File: config.mk
export PLATFORM = sky130hd
export DESIGN_NAME = div_unit
export DESIGN_NICKNAME = d
export VERILOG_FILES = /design/src/rtl/div_unit.sv
export SDC_FILE = /design/constraint.sdc
export NUM_CORES = 1
export LEC_CHECK = 0
export ABC_AREA = 1
export BUFFER_PORTS_ARGS = -buffer_cell sky130_fd_sc_hd__buf_2
export CORE_ASPECT_RATIO = 0.6
export CORE_MARGIN = 2
export CORE_UTILIZATION = 56
export CTS_BUF_LIST = sky130_fd_sc_hd__clkbuf_8
export DETAILED_ROUTE_END_ITERATION = 6
export PLACE_DENSITY = 0.9
export SKIP_CTS_REPAIR_TIMING = 1
export SLEW_MARGIN = 20
export SYNTH_ARGS = -nofsm -noshare
export SYNTH_HDL_FRONTEND = slang
export SYNTH_SLANG_ARGS = --single-unit
File: constraint.sdc
create_clock -name clk -period 3.4 [get_ports clk]
set_clock_uncertainty 0.05 [all_clocks]
set_input_delay 0.51 -clock clk [delete_from_list [all_inputs] [get_ports clk]]
set_output_delay 0.51 -clock clk [all_outputs]
set_load 0.01 [all_outputs]
File: src/rtl/div_unit.sv
// Iterative radix-2 restoring divider for DIV/DIVU; result is {remainder, quotient}.
// ready_o drops in the accepting cycle and stays low until the one-cycle DONE state.
module div_unit #(
  parameter int unsigned DATA_W = 32
) (
  input  logic                  clk,
  input  logic                  rst,
  input  logic                  start_i,
  input  logic                  signed_i,
  input  logic                  annul_i,
  input  logic [DATA_W-1:0]     opdata1_i,
  input  logic [DATA_W-1:0]     opdata2_i,
  output logic [2*DATA_W-1:0]   result_o,
  output logic                  ready_o,
  output logic                  busy_o
);

  localparam int unsigned CNT_W = $clog2(DATA_W + 1);
  localparam logic [CNT_W-1:0] LAST = CNT_W'(DATA_W - 1);

  typedef enum logic [1:0] {IDLE, DIVZERO, ON, DONE} state_t;

  state_t              state;
  logic [CNT_W-1:0]    cnt;
  logic [DATA_W-1:0]   rem;
  logic [DATA_W-1:0]   dvd;
  logic [DATA_W-1:0]   dvsr;
  logic                q_neg;
  logic                r_neg;

  logic                a_neg, b_neg;
  logic [DATA_W-1:0]   a_mag, b_mag;
  logic [DATA_W:0]     part;
  logic                fits;
  logic [DATA_W-1:0]   rem_nxt, quo_nxt;
  logic                cancel;

  always_comb begin
    a_neg = signed_i & opdata1_i[DATA_W-1];
    b_neg = signed_i & opdata2_i[DATA_W-1];
    a_mag = a_neg ? -opdata1_i : opdata1_i;
    b_mag = b_neg ? -opdata2_i : opdata2_i;
  end

  // Dividend bits shift out of dvd into the partial remainder while quotient
  // bits shift in from the bottom, so dvd ends up holding the quotient.
  always_comb begin
    part    = {rem, dvd[DATA_W-1]};
    fits    = part >= {1'b0, dvsr};
    rem_nxt = fits ? DATA_W'(part - {1'b0, dvsr}) : part[DATA_W-1:0];
    quo_nxt = {dvd[DATA_W-2:0], fits};
  end

  // A stalled pipeline keeps start_i high, so losing it mid-operation means cancel.
  assign cancel = annul_i | ~start_i;

  always_comb begin
    ready_o = 1'b1;
    unique case (state)
      IDLE:        ready_o = ~(start_i & ~annul_i);
      ON, DIVZERO: ready_o = cancel;
      DONE:        ready_o = 1'b1;
      default:     ready_o = 1'b1;
    endcase
  end

  assign busy_o = (state != IDLE);

  always_ff @(posedge clk) begin
    if (rst) begin
      state    <= IDLE;
      result_o <= '0;
      cnt      <= '0;
      rem      <= '0;
      dvd      <= '0;
      dvsr     <= '0;
      q_neg    <= 1'b0;
      r_neg    <= 1'b0;
    end else begin
      unique case (state)
        IDLE: begin
          if (start_i && !annul_i) begin
            if (opdata2_i == '0) begin
              state <= DIVZERO;
            end else begin
              state <= ON;
              dvd   <= a_mag;
              dvsr  <= b_mag;
              rem   <= '0;
              cnt   <= '0;
              q_neg <= a_neg ^ b_neg;
              r_neg <= a_neg;
            end
          end
        end
        DIVZERO: begin
          if (cancel) begin
            state <= IDLE;
          end else begin
            result_o <= '0;
            state    <= DONE;
          end
        end
        ON: begin
          if (cancel) begin
            state <= IDLE;
          end else begin
            rem <= rem_nxt;
            dvd <= quo_nxt;
            cnt <= cnt + CNT_W'(1);
            if (cnt == LAST) begin
              state    <= DONE;
              result_o <= {(r_neg ? -rem_nxt : rem_nxt), (q_neg ? -quo_nxt : quo_nxt)};
            end
          end
        end
        DONE: state <= IDLE;
        default: state <= IDLE;
      endcase
    end
  end

endmodule

==> impl_metrics.ini, run 1 <==
[outcome]
outcome = complete, but fails checks
violations = negative setup slack

[synth]
syn_nets = 2126
synth_area_leaders = dfxtp_1 (28%), nand2_1 (17%), a21oi_1 (8.6%)
ys_async_sr_fraction = 0
yosys.area.top_type = dfxtp_1
yosysUniqueCellTypes = 49
syn_area_um2 = 12400
yosysSeqAreaShare = 0.275
synth.top_cell.area_share = 0.275
synth_edf_count = 0
synthCells = 2014
synth_common_cells = nand2_1 (565), inv_1 (215), a21oi_1 (212)
synth_ff_type = dfxtp_1
synth_warnings = 0
synth-seq-cells = 170
synth_most_common_cell = nand2_1
syn_area_per_cell_um2 = 6.14

[placed_design]
place.gp.congestion = 1.06
dp_slack_ns = -0.133
io_buffers = 134
dpl.cell_count = 2536
hpwl_um = 35400

[global_routing]
grt_pass1_vias = 12900
met1_usage = 0.574
use_met2 = 0.516
antenna_found_initial = 0
gr-total-overflow = 0
grt_busiest_layer = met1
grt_max_degree = 95
grt_usage = 0.381
grt_pass1_wl_um = 69200
use_met3 = 0.125

[critical_path]
worstSetupPathType = reg2reg
path_max_fanout = 4
slowest_stage = dfxtp_2
cp-start-kind = flip-flop
cp.required_ns = 3.73
end_kind = flip-flop
critPathMostFrequentCell = nand2_2
crit_path_max_incr_delay_ns = 0.35
cp_data_arrival_time_ns = 3.76

[die]
die-area_um2 = 23300
fp.dieW_um = 196
die_h_um = 119
io_pins = 135
start_util = 0.566
coreArea_um2 = 21900
std_cell_rows = 42

[clock_network]
clockBufferDepth = 2
h-tree-depth = 4
worstSkewPairLatency_ns = 0.50
numCtsBuffers = 17
cts_tree = built
cts-root-buf = clkbuf_8
cts.sinks = 170
clk_pin_slew_ns = 0.10

[timing]
post-route-period-util = 1.01
max_freq_mhz = 291
finalMaxSlewViolations = 0
max_slew.worst_pin.slew_ns = 1.04
rsz0062_at_grt = yes
finalHoldViolations = 0
setup_slack_ns = -0.0357
setup_viol = 1
fin_crit_ns = 3.44
relSlewSlack = 0.309

[cells_and_area]
drive_above_1_share = 0.260
stdcell_count = 2580
area_delta_synth_final_pct = 28.2
fin_util = 0.725
final_nets = 2393
n_fill_cell = 1773
diodes = 0

[route]
postRouteAntennaNets = 0
wire_per_inst_um = 17.7
drt_iter0_markers = 2005
drt_first_pass_iters = 5
vias = 14900
wirelength_um = 45800
vias_per_cell = 5.77
remaining_drc_errors = 0

[power]
p_leak_nw = 7.59
ir_drop_uv = 303
power_density_nw_per_um2 = 457

[worst_hold_path]
hold_class = in2reg

[run]
maxCapViolCount = 0
[metal layers]
layer	part of all wire	wire (um)
met1	0.45	20400
met2	0.39	17900
met3	0.14	6470
met4	0.020	909
met5	0	0
[critical path: cells and delay by family, from the launching register on]
kind,cells,cell delay (ns)
AOI/OAI and AO/OA,5,0.43
adders and majority gates,2,0.35
buffers and inverters,4,0.24
DFF,1,0.35
and+or+nand+nor,18,1.87
[path summary, 6_finish.rpt]
check / startpoint / endpoint / slack, ns / cells after the start
max: dvsr[2] / result_o[28] / -0.04 / 29
min: opdata2_i[0] / dvsr[0] / 0.24 / 3
max reg2reg: dvsr[2] / result_o[28] / -0.04 / 29
min reg2reg: result_o[57] / result_o[57] / 0.42 / 2
[where the power goes]
part	internal (mW)	leakage (nW)	total, mW	switching [mW]
clock network	0.793	0.211	1.63	0.836
registers	2.13	1.40	2.30	0.174
logic	1.25	5.98	3.32	2.07
[registers in the layout, indices dropped and copies added, names as in the netlist]
register and cells:
result_o 64, dvd 32, dvsr 32, rem 32, cnt 6, state 2
q_neg 1, r_neg 1
[logic make-up after synthesis]
logic type,after synthesis,synth area share
xor gates and xnor gates,85,0.0602
AOI/OAI and AO/OA,412,0.178
adders and majority gates,43,0.0441
and+or+nand+nor,993,0.344
buffers and inverters,311,0.0991
DFF,170,0.275
[layout make-up]
cell class | instances | area [um2] | share of cell area
clock buffers | 20 | 275 | 0.0174
inverters | 232 | 886 | 0.0559
flip-flops and latches | 170 | 3450 | 0.218
clock inverters | 12 | 161 | 0.0102
well taps | 286 | 358 | 0.0226
multi-input cells | 1534 | 8540 | 0.538
repair buffers | 326 | 2180 | 0.138
[cells in the final DEF, fill, tap and decap left out, drive strengths merged, types with 23 or more instances in the layout]
master  netlist  layout
nand2       585     586
buf          21     326
inv         231     234
a21oi       219     219
nor2        191     191
dfxtp       170     170
o21ai       160     160
nand3       127     127
xor2         62      62
ha           42      42
nand4        30      30
nor3         26      26
xnor2        23      23
[through the flow]
step                      setup TNS, ns  area, um2  hold slack [ns]  power, mW
after floorplan                  -0.142      12800            0.408       4.12
after global placement           -0.113      15000            0.399       5.21
after detailed placement         -0.836      15000            0.403       5.27
after CTS                         -1.50      15400            0.218       6.87
after global routing              -1.36      15900            0.266       7.59
final                           -0.0357      15900            0.240       7.25
No activity file was read; power rests on OpenSTA's default activity.
==> inputs of run 2 (changes only) <==
- MAX_ROUTING_LAYER: not set -> met4
- PLACE_DENSITY: 0.9 -> 0.82
==> run 2 against run 1 <==
- the run still ends with negative setup slack left
- worst setup slack got worse by 0.0092 ns
- clock power is 11% lower
- largest cell class unchanged
- final cell count fell by 1.1%
- critical path type unchanged
- critical endpoint unchanged
- combinational power rose by 2%
==> impl_metrics.ini, run 2 (same netlist as run 1, synthesis figures left out) <==
[cells_and_area]
final_cell_area_um2 = 15700
drive_above_1_share = 0.261
final_nets = 2363
final_common_cell = nand2_1
fin_util = 0.718
largest_reg_flops = 64
stdcell_count = 2551
area_delta_synth_final_pct = 26.9
n_fill_cell = 1897
top_register = result_o
final_cell_mix = nand2_1 (517), a21oi_1 (207), inv_1 (196)

[route]
wirelength_um = 47700
drt_iter0_markers = 1834
vias_per_cell = 5.80
wire_per_inst_um = 18.7
vias = 14800
drt_first_pass_iters = 6
remaining_drc_errors = 0
postRouteAntennaNets = 0

[timing]
fin_hold_ws_ns = 0.260
max_slew.worst_pin.slew_ns = 0.950
fin_crit_ns = 3.44
max_freq_mhz = 290
setup_slack_ns = -0.0450
rsz0062_at_grt = yes
relSlewSlack = 0.365
finalHoldViolations = 0
setup_viol = 1
post-route-period-util = 1.01
setup-tns-final_ns = -0.0450
finalMaxSlewViolations = 0

[power]
power_density_nw_per_um2 = 455
seq_power_share = 0.324
ir_drop_uv = 289
power_switching_mw = 3.19
p_total_mw = 7.14
pwr-share-clk = 0.203
p_leak_nw = 7.44
p_int_mw = 3.95
netSwitchingFraction = 0.447
power_frac_comb = 0.473

[critical_path]
worstSetupPathType = reg2reg
ff2ff_path_depth = 25
critPathLaunch = dvsr[28]
cp.required_ns = 3.70
critPathCapture = result_o[28]
r2r-start = dvsr[28]
cp-start-kind = flip-flop
cp_data_arrival_time_ns = 3.75
rrSetupSlack_ns = -0.04
end_kind = flip-flop
path_max_fanout = 5
reg2reg_to = result_o[28]

[clock_network]
cts_tree = built
cts.sinks = 170
clk_pin_slew_ns = 0.10
h-tree-depth = 4
cts-root-buf = clkbuf_8
worstSkewPairLatency_ns = 0.50
clockBufferDepth = 2
numCtsBuffers = 17

[die]
die-area_um2 = 23300
io_pins = 135
die_h_um = 119
start_util = 0.566
fp.dieW_um = 196
coreArea_um2 = 21900
std_cell_rows = 42

[global_routing]
grt_pass1_wl_um = 72200
grt_usage = 0.413
grt_pass1_vias = 12900
gr-total-overflow = 0
grt_max_degree = 80
antenna_found_initial = 1

[outcome]
violations = negative setup slack
outcome = complete, but fails checks

[placed_design]
hpwl_um = 36800
dpl.cell_count = 2498
place_area_um2 = 14700
io_buffers = 134
dp_slack_ns = -0.161
place.gp.congestion = 1.07

[worst_hold_path]
hold_class = in2reg

[run]
maxCapViolCount = 0
==> run 2: changes by cell type in the layout (fill, tap and decap cells not counted), sizes merged <==
cell / before / now
clkinv: 3 / 9
clkbuf: 20 / 18
clkinvlp: 4 / 3
diode: 0 / 1
buf: 326 / 295
bufinv: 3 / 1
==> run 2: area by class of cell <==
class / count / area (um2) / area share
Clock inverter: 15 / 141 / 0.00901
Timing Repair Buffer: 296 / 1970 / 0.125
Antenna cell: 1 / 2.50 / 0.000159
Multi-Input combinational cell: 1534 / 8650 / 0.551
Inverter: 232 / 883 / 0.0563
Sequential cell: 170 / 3450 / 0.220
Tap cell: 286 / 358 / 0.0228
Clock buffer: 17 / 234 / 0.0149
==> run 2: worst max-delay path, cell delays in order, from the launching register on <==
cell and delay, ns:
dfxtp_2 0.33, inv_2 0.11, ha_4 0.24, a21oi_4 0.15, o21ai_2 0.09, a21oi_2 0.17
nand2_2 0.09, nor2_4 0.12, nand2_4 0.08, clkinv_4 0.05, ha_4 0.11, inv_2 0.04
nor3_4 0.19, nor3b_4 0.24, nand3_2 0.11, nor3_2 0.15, nand2_1 0.11, nor2_2 0.15
nand3_2 0.11, nand2_2 0.10, o21ai_4 0.07, inv_2 0.09, o21ai_2 0.05, o21ai_1 0.15
a21o_1 0.10, a21oi_1 0.05
==> run 2: routing by layer <==
metal	up-vias	track usage	wire, um	share of wire
met1	6786	0.615	22000	0.46
met2	898	0.513	17800	0.37
met5	-	-	0	0
li1	7029	-	-	-
met3	73	0.159	7180	0.15
met4	0	0.0805	801	0.017
==> run 2: power groups by stage <==
stage          logic [mW]  clock network (mW)  registers (mW)
3_3_place_gp         2.92                   0            2.32
4_1_cts              2.97                1.44            2.28
2_1_floorplan        1.86                   0            2.26
5_1_grt              3.65                1.53            2.32
6_report             3.38                1.45            2.31
3_5_place_dp         2.95                   0            2.32
==> run 2: worst min path at each step <==
stage / startpoint / to / cells past startpoint
after floorplan: rem[31] / rem[31] / 2
after global placement: result_o[15] / result_o[15] / 2
after detailed placement: result_o[44] / result_o[44] / 2
after CTS: opdata2_i[0] / dvsr[0] / 3
after global routing: opdata2_i[0] / dvsr[0] / 3
final: opdata2_i[0] / dvsr[0] / 3
==> inputs of run 3 (changes only) <==
- CORE_MARGIN: 2 -> 5
- CORE_UTILIZATION: 56 -> 62
- PLACE_DENSITY: 0.82 -> 0.86
- clock period: 3.4 -> 3.6 ns (I/O delays scaled with it)
==> run 3 against run 2 <==
- die area is 1.6% lower
- largest cell class unchanged
- final cell count decreased by 4.1%
- sequential share of layout area grew 1.5 points
- register-to-register slack better by 0.098 ns
- fmax down 2.9%
- sequential power fell by 6%
- the flow now finishes without violations
- hold slack lost 0.059 ns
- core utilization rose by 2.3 points
- via count fell by 2.0%
- sequential cell count unchanged
==> impl_metrics.ini, run 3 (same netlist as run 1, synthesis figures left out) <==
[global_routing]
grt_pass1_wl_um = 68800
gr-total-overflow = 0
antenna_found_initial = 0
grt_pass1_vias = 12500
grt_usage = 0.394
grt_max_degree = 113

[critical_path]
slowest_stage = dfxtp_2
cp-start-kind = flip-flop
end_kind = flip-flop
worstSetupPathType = reg2reg
rrSetupSlack_ns = 0.05
cp_data_arrival_time_ns = 3.84
cp.required_ns = 3.90
crit_path_max_incr_delay_ns = 0.34
critPathMostFrequentCell = nand2_2
path_max_fanout = 4

[cells_and_area]
diodes = 0
final_nets = 2273
final_cell_mix = nand2_1 (538), a21oi_1 (207), inv_1 (199)
multiInputGateArea_um2 = 8360
top_register = result_o
drive_above_1_share = 0.208
area_delta_synth_final_pct = 18.8
n_fill_cell = 1659
final_common_cell = nand2_1
fin_util = 0.741
seqCellArea_um2 = 3450
largest_reg_flops = 64

[clock_network]
clockBufferDepth = 2
numCtsBuffers = 17
cts_tree = built
worstSkewPairLatency_ns = 0.50
h-tree-depth = 4
cts.sinks = 170
clk_pin_slew_ns = 0.10
cts-root-buf = clkbuf_8

[timing]
setup_viol = 0
fin_crit_ns = 3.55
finalMaxSlewViolations = 0
max_slew.worst_pin.slew_ns = 0.950
max_freq_mhz = 282
relSlewSlack = 0.367
post-route-period-util = 0.985
rsz0062_at_grt = yes
finalHoldViolations = 0

[die]
std_cell_rows = 40
start_util = 0.624
die-area_um2 = 23000
fp.dieW_um = 192
io_pins = 135
coreArea_um2 = 19800
die_h_um = 119

[power]
p_total_mw = 6.35
power_density_nw_per_um2 = 432
ir_drop_uv = 295
p_leak_nw = 6.92

[route]
vias = 14500
vias_per_cell = 5.93
drt_first_pass_iters = 7
wirelength_um = 45900
drt_iter0_markers = 2273
postRouteAntennaNets = 0
remaining_drc_errors = 0
wire_per_inst_um = 18.8

[placed_design]
place.gp.congestion = 1.09
io_buffers = 134
hpwl_um = 35700

[worst_hold_path]
hold_class = in2reg

[run]
maxCapViolCount = 0

[outcome]
outcome = complete, no violations
==> run 3: cell types whose count changed in the layout (fill, tap and decap cells not counted), sizes merged <==
cell / change
clkinvlp: -3
buf: -89
clkbuf: +3
nand2: -1
diode: -1
inv: +1
clkinv: -2
==> run 3: worst max-delay path: cells and delay by family, from the launching register on <==
| kind | cells | cell delay, ns |
|---|---|---|
| buf+inv | 5 | 0.34 |
| simple gates | 17 | 1.78 |
| flops | 1 | 0.34 |
| fa+ha+maj | 2 | 0.38 |
| compound gates | 5 | 0.49 |
==> run 3: path summary, 6_finish.rpt <==
kind	from	depth (start not counted)	to
max	dvsr[4]	29	result_o[28]
min	rst	2	state[1]
max reg2reg	dvsr[4]	29	result_o[28]
min reg2reg	result_o[5]	2	result_o[5]
==> run 3: per-layer routing <==
metal	share of wire	wire length (um)	global-route usage	vias up
met5	0	0	-	-
met4	0.013	600	0.0681	0
met3	0.16	7370	0.132	62
met2	0.37	17100	0.486	1003
met1	0.45	20800	0.613	6594
li1	-	-	-	6836
==> run 3: layout make-up <==
class                           count  area share
Tap cell                          273      0.0233
Clock buffer                       20      0.0187
Inverter                          232      0.0596
Clock inverter                     11     0.00656
Multi-Input combinational cell   1533       0.569
Timing Repair Buffer              207      0.0876
Sequential cell                   170       0.235
==> run 3: through the flow <==
| step | cells | cell area, um2 | setup slack (ns) | hold slack [ns] | setup TNS (ns) |
|---|---|---|---|---|---|
| after floorplan | 2014 | 12800 | 0.0000433 | 0.408 | 0 |
| after global placement | 2405 | 14000 | -0.0486 | 0.400 | -0.119 |
| after detailed placement | 2405 | 14000 | -0.130 | 0.405 | -0.617 |
| after CTS | 2436 | 14300 | -0.158 | 0.175 | -0.865 |
| after global routing | 2446 | 14700 | -0.139 | 0.199 | -0.503 |
| final | 2446 | 14700 | 0.0532 | 0.201 | 0 |
==> run 3: power by group <==
group	switching (mW)	internal (mW)	leakage, nW
Sequential	0.176	2.01	1.40
Clock	0.766	0.597	0.202
Combinational	1.87	0.931	5.32
Total	2.81	3.54	6.92
